<file path="config.mk">
export PLATFORM = sky130hd
export DESIGN_NAME = reset_seq
export DESIGN_NICKNAME = d
export VERILOG_FILES = /design/src/rtl/reset_seq.sv
export SDC_FILE = /design/constraint.sdc
export NUM_CORES = 1
export LEC_CHECK = 0
export CORE_MARGIN = 10
export CORE_UTILIZATION = 50
export CTS_CLUSTER_DIAMETER = 200
export DETAILED_ROUTE_END_ITERATION = 10
export PLACE_DENSITY = 0.76
export SLEW_MARGIN = 40
export SYNTH_ARGS = -nofsm -noshare
export SYNTH_HDL_FRONTEND = slang
export SYNTH_SLANG_ARGS = --single-unit
</file>
<file path="constraint.sdc">
create_clock -name clk -period 5.4 [get_ports clk]
set_input_delay 0.81 -clock clk [delete_from_list [all_inputs] [get_ports clk]]
set_output_delay 0.81 -clock clk [all_outputs]
set_load 0.01 [all_outputs]
</file>
<file path="src/rtl/reset_seq.sv">
// Purpose : reset sequencer; synchronises release of rst, holds for HOLD_CYCLES,
//           then releases STAGES reset domains one at a time on each domain's ack.
// Latency : stage_rst[0] falls 2+HOLD_CYCLES edges after rst is first sampled low;
//           each later stage falls on the edge its predecessor's ack is sampled.
// Backpr. : a stage waits for its own ack (level); with RESET_SEQ_TIMEOUT_EN
//           defined, the wait is bounded by TIMEOUT edges and sets timeout_err[k].
//
// Ports:
//   clk          in   1       clock, rising edge
//   rst          in   1       asynchronous active-high reset
//   stage_rst    out  STAGES  per-domain reset, active-high, released in index order
//   stage_ack    in   STAGES  per-domain "initialised" level
//   ready        out  1       all domains released and acknowledged
//   timeout_err  out  STAGES  sticky per-stage ack timeout flag
// Optional feature macro: RESET_SEQ_TIMEOUT_EN (per-stage ack timeout).
module reset_seq #(
    parameter int unsigned HOLD_CYCLES = 16,
    parameter int unsigned STAGES      = 3,
    parameter int unsigned TIMEOUT     = 1024
) (
    input  logic              clk,
    input  logic              rst,
    output logic [STAGES-1:0] stage_rst,
    input  logic [STAGES-1:0] stage_ack,
    output logic              ready,
    output logic [STAGES-1:0] timeout_err
);

    // Elaboration-time parameter range checks.
    if (HOLD_CYCLES == 0 || HOLD_CYCLES > 65535) begin : g_chk_hold
        $error("reset_seq: HOLD_CYCLES out of range 1..65535");
    end
    if (STAGES == 0 || STAGES > 8) begin : g_chk_stages
        $error("reset_seq: STAGES out of range 1..8");
    end
    if (TIMEOUT == 0 || TIMEOUT > 65535) begin : g_chk_timeout
        $error("reset_seq: TIMEOUT out of range 1..65535");
    end

    localparam int unsigned HOLD_W = $clog2(HOLD_CYCLES + 1);
    localparam int unsigned IDX_W  = (STAGES > 1) ? $clog2(STAGES) : 1;
    localparam logic [HOLD_W-1:0] HOLD_LAST = HOLD_W'(HOLD_CYCLES - 1);
    localparam logic [IDX_W-1:0]  IDX_LAST  = IDX_W'(STAGES - 1);

    // Gray-coded so every legal transition flips a single state bit; the
    // SYNC->HOLD step is driven by the first synchroniser flop, making the
    // state register the second synchroniser stage.
    typedef enum logic [1:0] {
        ST_SYNC = 2'b00,
        ST_HOLD = 2'b01,
        ST_WAIT = 2'b11,
        ST_DONE = 2'b10
    } state_t;

    state_t              r_state;
    logic                r_meta;
    logic [HOLD_W-1:0]   r_hold_cnt;
    logic [IDX_W-1:0]    r_idx;
    logic [STAGES-1:0]   r_stage_rst;
    logic                r_ready;

    logic                w_ack;
    logic                w_advance;
    logic [IDX_W-1:0]    w_idx_nxt;

    assign w_ack     = stage_ack[r_idx];
    assign w_idx_nxt = r_idx + 1'b1;

`ifdef RESET_SEQ_TIMEOUT_EN
    localparam int unsigned TO_W = $clog2(TIMEOUT + 1);
    localparam logic [TO_W-1:0] TO_LAST = TO_W'(TIMEOUT - 1);

    logic [TO_W-1:0]     r_wait_cnt;
    logic [STAGES-1:0]   r_timeout_err;
    logic                w_timeout;

    assign w_timeout   = (r_wait_cnt == TO_LAST);
    // Ack wins over a timeout landing on the same edge.
    assign w_advance   = w_ack || w_timeout;
    assign timeout_err = r_timeout_err;
`else
    assign w_advance   = w_ack;
    assign timeout_err = '0;
`endif

    always_ff @(posedge clk or posedge rst) begin
        if (rst) begin
            r_state       <= ST_SYNC;
            r_meta        <= 1'b1;
            r_hold_cnt    <= '0;
            r_idx         <= '0;
            r_stage_rst   <= '1;
            r_ready       <= 1'b0;
`ifdef RESET_SEQ_TIMEOUT_EN
            r_wait_cnt    <= '0;
            r_timeout_err <= '0;
`endif
        end else begin
            r_meta <= 1'b0;
            case (r_state)
                ST_SYNC: begin
                    if (!r_meta) begin
                        r_state <= ST_HOLD;
                    end
                end
                ST_HOLD: begin
                    // Exit on the HOLD_CYCLES-th edge spent in HOLD.
                    if (r_hold_cnt == HOLD_LAST) begin
                        r_state        <= ST_WAIT;
                        r_stage_rst[0] <= 1'b0;
                    end else begin
                        r_hold_cnt <= r_hold_cnt + 1'b1;
                    end
                end
                ST_WAIT: begin
                    if (w_advance) begin
`ifdef RESET_SEQ_TIMEOUT_EN
                        r_wait_cnt <= '0;
                        if (!w_ack) begin
                            r_timeout_err[r_idx] <= 1'b1;
                        end
`endif
                        if (r_idx == IDX_LAST) begin
                            r_state <= ST_DONE;
                            r_ready <= 1'b1;
                        end else begin
                            r_stage_rst[w_idx_nxt] <= 1'b0;
                            r_idx                  <= w_idx_nxt;
                        end
                    end
`ifdef RESET_SEQ_TIMEOUT_EN
                    else begin
                        r_wait_cnt <= r_wait_cnt + 1'b1;
                    end
`endif
                end
                ST_DONE: begin
                    // Terminal until the next rst.
                end
                default: begin
                    r_state <= ST_SYNC;
                end
            endcase
        end
    end

    assign stage_rst = r_stage_rst;
    assign ready     = r_ready;

endmodule

</file>
Word-level counts from Yosys, hierarchy flattened:

Index checks and enable logic that the tools add are counted.

* register bits: 14
* bits in latches: 0
* RAM bits: 0
* memory bits (read-only): 0
* bits of input ports: 5
* output and inout port bits: 7
* word-level logic and storage cells: 47
* memories: 0

* add/subtract/negate cells: 2
* $mul: 0
* divide/modulo/power cells: 0
* magnitude comparators: 3
* equal/unequal tests: 9
* shifts and indexed selects: 0
* mux-type cells: 13
* bitwise operators: 4
* reductions and logical operators: 9

Operators by type and width (count)
* $ne 2x2->1 const B: 5
* $mux 2: 4
* $lt 2x3->1 const B: 2
* $pmux 2 s3: 1
* $reduce_and 3->1: 2
* $add 5x1->5 const B: 1
* $eq 5x4->1 const B: 1
* $mux 1: 5
* $reduce_and 5->1: 1
* $eq 2x2->1 const B: 2
* $reduce_and 4->1: 1
* $and 3x3->3: 1
* $not 3->3: 1
* $reduce_bool 3->1: 1
* $add 2x1->2 const B: 1
* $bmux 1 s2: 1
* $demux 1 s2: 1
* $eq 2x1->1 const B: 1
* $ge 2x1->1 const B: 1
* $logic_not 2->1: 1
* $not 1->1: 2
* $pmux 1 s2: 1
* $reduce_and 2->1: 1
* $reduce_bool 2->1: 1
* $logic_and 1x1->1: 1

Logic depth before layout (Yosys ltp):

Gate-level depths: netlist of the first run.

* depth in word-level cells: 10
* depth in mapped cells: 6
* mapped depth without buffers: 6

Worst setup path before layout of the first run:

Ideal clock, no wire load.

* path type: reg2reg
* from: register r_hold_cnt[0]
* to: register r_hold_cnt[1]
* setup time: 0.125 ns
* arrival: 1.628 ns
* data required time: 5.275 ns
* path slack: 3.648 ns
* cell stages (with the launch flop): 6
* path buffers: 0
* period minus slack after synthesis: 1.752 ns
* path through: dfrtp_1 -> ha_1 -> and3_1 -> ha_1 -> nor3b_2 -> mux2_2

* longest elaborated chain between the ends: 3
* elaborated cells between the ends (all ways): 4
* classes of those cells: add/sub (1); eq/ne (1); bitwise (1); reduce/logical (1)

RTL lines
* start: declaration: RTL line 57 `logic [HOLD_W-1:0] r_hold_cnt;`
* start signal: assignment: RTL line 112 `r_hold_cnt <= r_hold_cnt + 1'b1;`
* branches (longest 3 deep; another with $add 5x1->5)

Several ways; the timed one is not identified.
A chain may end at the register's enable or synchronous reset.

Worst setup path in the final report of the first run:

* from: register r_stage_rst[1], in the netlist stage_rst[1]
* to: output stage_rst[1]

RTL lines
* start: declaration: RTL line 59 `logic [STAGES-1:0] r_stage_rst;`
* start signal: assignment: RTL line 92 `r_stage_rst <= '1;`
* start signal: indexed assignment: RTL line 127 `r_stage_rst[w_idx_nxt] <= 1'b0;`
* end: declaration: RTL line 23 `output logic [STAGES-1:0] stage_rst,`

No word-level cell between the ends.

==> impl_metrics.toml, run 1 <==
[power]
p_seq_frac = 0.468
comb_power_share = 0.279
p_per_area_mw_per_mm2 = 371
ir_worst_vdd_uv = 176
p_leak_uw = 0.000327
switching_share = 0.311
p_clk_frac = 0.253
p_total_uw = 298
power.internal_uw = 205
p_sw_uw = 92.7

[detailed_routing]
wl_per_cell_um = 13.8
first_pass_iters = 3
avgViaCountPerCell = 4.80
vias = 394
antenna_left = 0
dr.first_iter.drc_count = 1
drt_wl_total_mm = 1.13
post-route-drc-count = 0

[synth]
synth_ff_type = "dfrtp_1"
yosysMostFrequentCell = "dfrtp_1"
synth_area_leaders = "dfrtp_1 (37%), dfstp_2 (15%), ha_1 (11%)"
ys_seq_area_frac = 0.522
ys_types = 26
netlist_area_um2 = 681
ys.warnings.count = 0
ys_async_sr_fraction = 1.00
yosys.area.top_type = "dfrtp_1"
synth_edf_count = 0
syn_inst = 55
syn_area_per_cell_um2 = 12.4
netlist_top_cells_count = "dfrtp_1 (10), ha_1 (6), dfstp_2 (4), inv_1 (4), nand2_1 (4)"
synth_top_cell_area_share = 0.368
synth-seq-cells = 14

[sta]
skew_ns = 0.00521
timing.hold.ws_ns = 0.476
fmax_mhz = 465
finalCritPeriodShare = 0.398
finalSetupViolCount = 0
min_period_ns = 2.15
finalHoldViolCount = 0
fin_setup_tns_ns = 0
worstMarginPinSlew_ns = 0.527
maxSlewViolCount = 0
rsz0062_at_grt = "no"
max_slew_margin = 0.648

[cells_and_area]
nFillCells = 105
antenna_cells = 0
area_delta_synth_final_pct = 18.2
design_area_um2 = 805
utilization = 0.626
drive_gt1_frac = 0.194
layout.nets = 79

[clocking]
cts_tree = "yes"
cts.hold.buffers_added = 0
clk-insertion-delay-late_ns = 0.28
cts_resized = 0
clock_path_buffers = 2
cts_max_level = 1
post_cts_buffers = 0
cts.clk_slew.worst_paths_ns = 0.09
cts_buffers = 3
cts.sinks = 14
clock-root-buffer = "clkbuf_4"

[grt]
gr-total-overflow = 0
track_usage = 0.0761
antenna_found_initial = 0
grt_pass1_wl_mm = 2.04
grt_pass1_vias = 462
grt_max_degree = 15

[worst_setup_path]
crit_path_cell_trace = "clkdlybuf4s50_1"
endpoint_kind = "output port"
worstSetupPathDepth = 1
timing_worst_setup_path_type = "flip-flop to output port"
cp_max_fo = 2
rr_worst_depth = 5
arrival_ns = 1.34
cp-start-kind = "flip-flop"
slowest_delay_ns = 0.54
cp.buffers_inverters = 1
critPathSlowestCell = "dfstp_2"
cp_data_required_time_ns = 4.59
cp_top_family = "flip-flops"

[flow_run]
drv_cap = 0

[die]
die_area_mm2 = 0.00324
die_y_um = 56.9
core_mm2 = 0.00128
row_count = 13
initial_core_util = 0.530
num_io_pins = 12
die_x_um = 56.9

[placed_design]
placed_area_um2 = 768
gp_congestion = 0.655
portBuffers = 8

[worst_hold_path]
hold_path.class = "flip-flop to flip-flop"
hold_path_depth = 1

[outcome]
outcome = "completed"
layout by cell type (no fill, tap or decap), types with 2 or more instances in the layout:
| cell type | count |
|---|---|
| dfrtp_1 | 10 |
| clkdlybuf4s50_1 | 8 |
| ha_1 | 6 |
| nand2_1 | 4 |
| inv_1 | 4 |
| conb_1 | 4 |
| dfstp_2 | 4 |
| xnor2_1 | 3 |
| clkbuf_4 | 3 |
| a21oi_1 | 2 |
| a21boi_0 | 2 |
final timing paths:
kind / startpoint / to / slack, ns
setup reg to reg: r_hold_cnt[0]$_DFFE_PP0P_ / r_hold_cnt[1]$_DFFE_PP0P_ / 3.50
hold reg to reg: r_hold_cnt[3]$_DFFE_PP0P_ / r_hold_cnt[3]$_DFFE_PP0P_ / 0.48
min in group asynchronous: rst / r_idx[0]$_DFFE_PP0P_ / 0.86
setup / recovery: stage_rst[1]$_DFFE_PP1P_ / stage_rst[1] / 3.25
hold / removal: r_hold_cnt[3]$_DFFE_PP0P_ / r_hold_cnt[3]$_DFFE_PP0P_ / 0.48
max in group asynchronous: rst / stage_rst[0]$_DFFE_PP1P_ / 4.17
power by group through the flow:
stage / clock network (uW) / logic, uW / registers [uW]
finish: 75.5 / 83.1 / 140
global route: 82.2 / 94.8 / 143
CTS: 76.7 / 85.6 / 140
detailed placement: 0 / 85.2 / 142
global placement: 0 / 81.0 / 141
floorplan: 0 / 61.7 / 138
routing by layer:
metal	up-vias	global-route usage	part of all wire
li1	199	-	-
met1	188	0.0873	0.46
met2	7	0.126	0.48
met3	0	0.0382	0.061
met4	0	0.0101	0
met5	-	0	0
through the flow:
step | setup WS (ns) | instances
floorplan | 3.65 | 58
global placement | 3.19 | 78
detailed placement | 3.11 | 78
CTS | 3.24 | 82
global route | 3.19 | 82
finish | 3.25 | 82
registers in the layout (all words and copies together), names as in the netlist:
name / cells
r_hold_cnt: 5
ready: 1
stage_rst: 3
r_idx: 2
r_meta: 1
r_state: 2
logic make-up after synthesis:
family          share of synthesized area
mux                                0.0533
buf+inv                            0.0551
xor+xnor                           0.0515
simple gates                        0.121
fa+ha+maj                           0.110
flops                               0.522
other cells                       0.00551
compound gates                     0.0809
layout make-up:
class | instances | area [um^2] | share of cell area
timing repair buffer | 8 | 80.1 | 0.0995
multi-input combinational | 37 | 299 | 0.372
inverter | 4 | 15.0 | 0.0187
clock buffer | 4 | 36.3 | 0.0451
tap | 15 | 18.8 | 0.0233
sequential | 14 | 355 | 0.442
Power figures use the tool's default switching activity.
==> run 2, diff against run 1 <==
Settings changed: CORE_UTILIZATION 50 to 49, PLACE_DENSITY 0.76 to 0.75.
Clock period 5.4 ns to 2.1 ns, I/O delays scaled along.
==> impl_metrics.toml, run 2 (synthesis gave the netlist of run 1 again) <==
[cells_and_area]
drive_gt1_frac = 0.191
final_cells = 83
antenna_cells = 0
area_delta_synth_final_pct = 17.8
mostFrequentLayoutCells = "dfrtp_1 (10), clkdlybuf4s50_1 (8), ha_1 (6)"
layout.nets = 80
layout_commonest_cell = "dfrtp_1"
largest_register_ffs = 5
nFillCells = 124
top_register = "r_hold_cnt"

[sta]
maxSlewViolCount = 0
finalCritPeriodShare = 0.884
skew_ns = 0.00925
fin_setup_tns_ns = 0
fmax_mhz = 539
finalHoldViolCount = 0
rsz0062_at_grt = "no"
min_period_ns = 1.86
finalSetupViolCount = 0

[clocking]
cts_resized = 0
cts.sinks = 14
clock-root-buffer = "clkbuf_4"
cts.hold.buffers_added = 0
post_cts_buffers = 0
cts_tree = "yes"
clk-insertion-delay-late_ns = 0.27
clock_path_buffers = 2
cts_max_level = 1
cts.clk_slew.worst_paths_ns = 0.09
cts_buffers = 3

[detailed_routing]
dr.first_iter.drc_count = 11
drt_wl_total_mm = 1.07
vias = 404
first_pass_iters = 4
wl_per_cell_um = 12.9
avgViaCountPerCell = 4.87
post-route-drc-count = 0
antenna_left = 0

[die]
initial_core_util = 0.523
core_mm2 = 0.00130
die_y_um = 57.3
num_io_pins = 12
row_count = 13
die_x_um = 57.3
die_area_mm2 = 0.00328

[worst_hold_path]
hold_path.class = "input port to asynchronous set/reset pin"

[worst_setup_path]
arrival_ns = 2.02
cp_max_fo = 6
critPathSlowestCell = "dfrtp_1"
cp-start-kind = "flip-flop"
slowest_delay_ns = 0.42
timing_worst_setup_path_type = "flip-flop to flip-flop"
r2r_slack_ns = 0.24
endpoint_kind = "flip-flop"
cp_data_required_time_ns = 2.27
crit_top_cell = "ha_1"
crit_path_cell_trace = "ha_1 > and3_1 > ha_1 > nor3b_2 > mux2_2"

[flow_run]
drv_cap = 0

[grt]
track_usage = 0.0721
grt_pass1_vias = 420
grt_pass1_wl_mm = 1.88
grt_max_degree = 15
antenna_found_initial = 0
gr-total-overflow = 0

[placed_design]
dpl.cell_count = 79
gp_congestion = 0.731
dpl.hpwl_um = 832
portBuffers = 8

[outcome]
outcome = "completed"

[power]
p_total_uw = 727
ir_worst_vdd_uv = 429
p_per_area_mw_per_mm2 = 906
p_leak_uw = 0.000327
run 2: cell types whose count changed in the layout (fill, tap and decap cells not counted), sizes merged:
cell and delta:
buf +1
run 2: power by group:
part | leakage, uW | total [uW] | internal [uW] | switching, uW
sequential | 0.000148 | 355 | 309 | 46.2
clock | 0.0000150 | 156 | 73.5 | 82.5
combinational | 0.000164 | 216 | 118 | 98.4
run 2: worst max-delay path: cells and delay by family, from the launching register on:
family	cells	cell delay [ns]
adders and majority gates	2	0.41
DFF	1	0.42
muxes	1	0.38
and+or+nand+nor	2	0.54
run 2: path summary, 6_finish.rpt:
kind                                             endpoint                      start  cells past startpoint
worst max-delay path            r_hold_cnt[1]$_DFFE_PP0P_  r_hold_cnt[0]$_DFFE_PP0P_                      5
worst min-delay path            r_hold_cnt[0]$_DFFE_PP0P_                        rst                      2
worst max register to register  r_hold_cnt[1]$_DFFE_PP0P_  r_hold_cnt[0]$_DFFE_PP0P_                      5
worst min register to register  r_hold_cnt[3]$_DFFE_PP0P_  r_hold_cnt[3]$_DFFE_PP0P_                      1
max in group asynchronous        stage_rst[0]$_DFFE_PP1P_                        rst                      2
min in group clk                r_hold_cnt[3]$_DFFE_PP0P_  r_hold_cnt[3]$_DFFE_PP0P_                      1
run 2: per-layer routing:
layer | share of wire | wire [um] | up-vias | global-route usage
li1 | - | - | 199 | -
met1 | 0.47 | 502 | 192 | 0.0850
met2 | 0.43 | 464 | 11 | 0.0992
met3 | 0.087 | 93 | 2 | 0.0420
met4 | 0.0075 | 8 | 0 | 0.0403
met5 | 0 | 0 | - | 0
run 2: stage by stage:
stage / instance area, um^2 / hold WS (ns) / setup slack [ns] / utilization
2_1_floorplan: 692 / 0.201 / 0.348 / -
6_report: 802 / 0.353 / 0.244 / 0.616
3_5_place_dp: 776 / 0.467 / 0.249 / 0.596
3_3_place_gp: 776 / 0.467 / 0.305 / 0.596
5_1_grt: 802 / 0.402 / 0.108 / 0.616
4_1_cts: 802 / 0.371 / 0.234 / 0.616
run 2: final cells by class:
| cell class | instances | area (um^2) | area share |
|---|---|---|---|
| sequential | 14 | 355 | 0.443 |
| multi-input combinational | 37 | 299 | 0.373 |
| timing repair buffer | 9 | 87.6 | 0.109 |
| clock buffer | 4 | 26.3 | 0.0328 |
| tap | 15 | 18.8 | 0.0234 |
| inverter | 4 | 15.0 | 0.0187 |
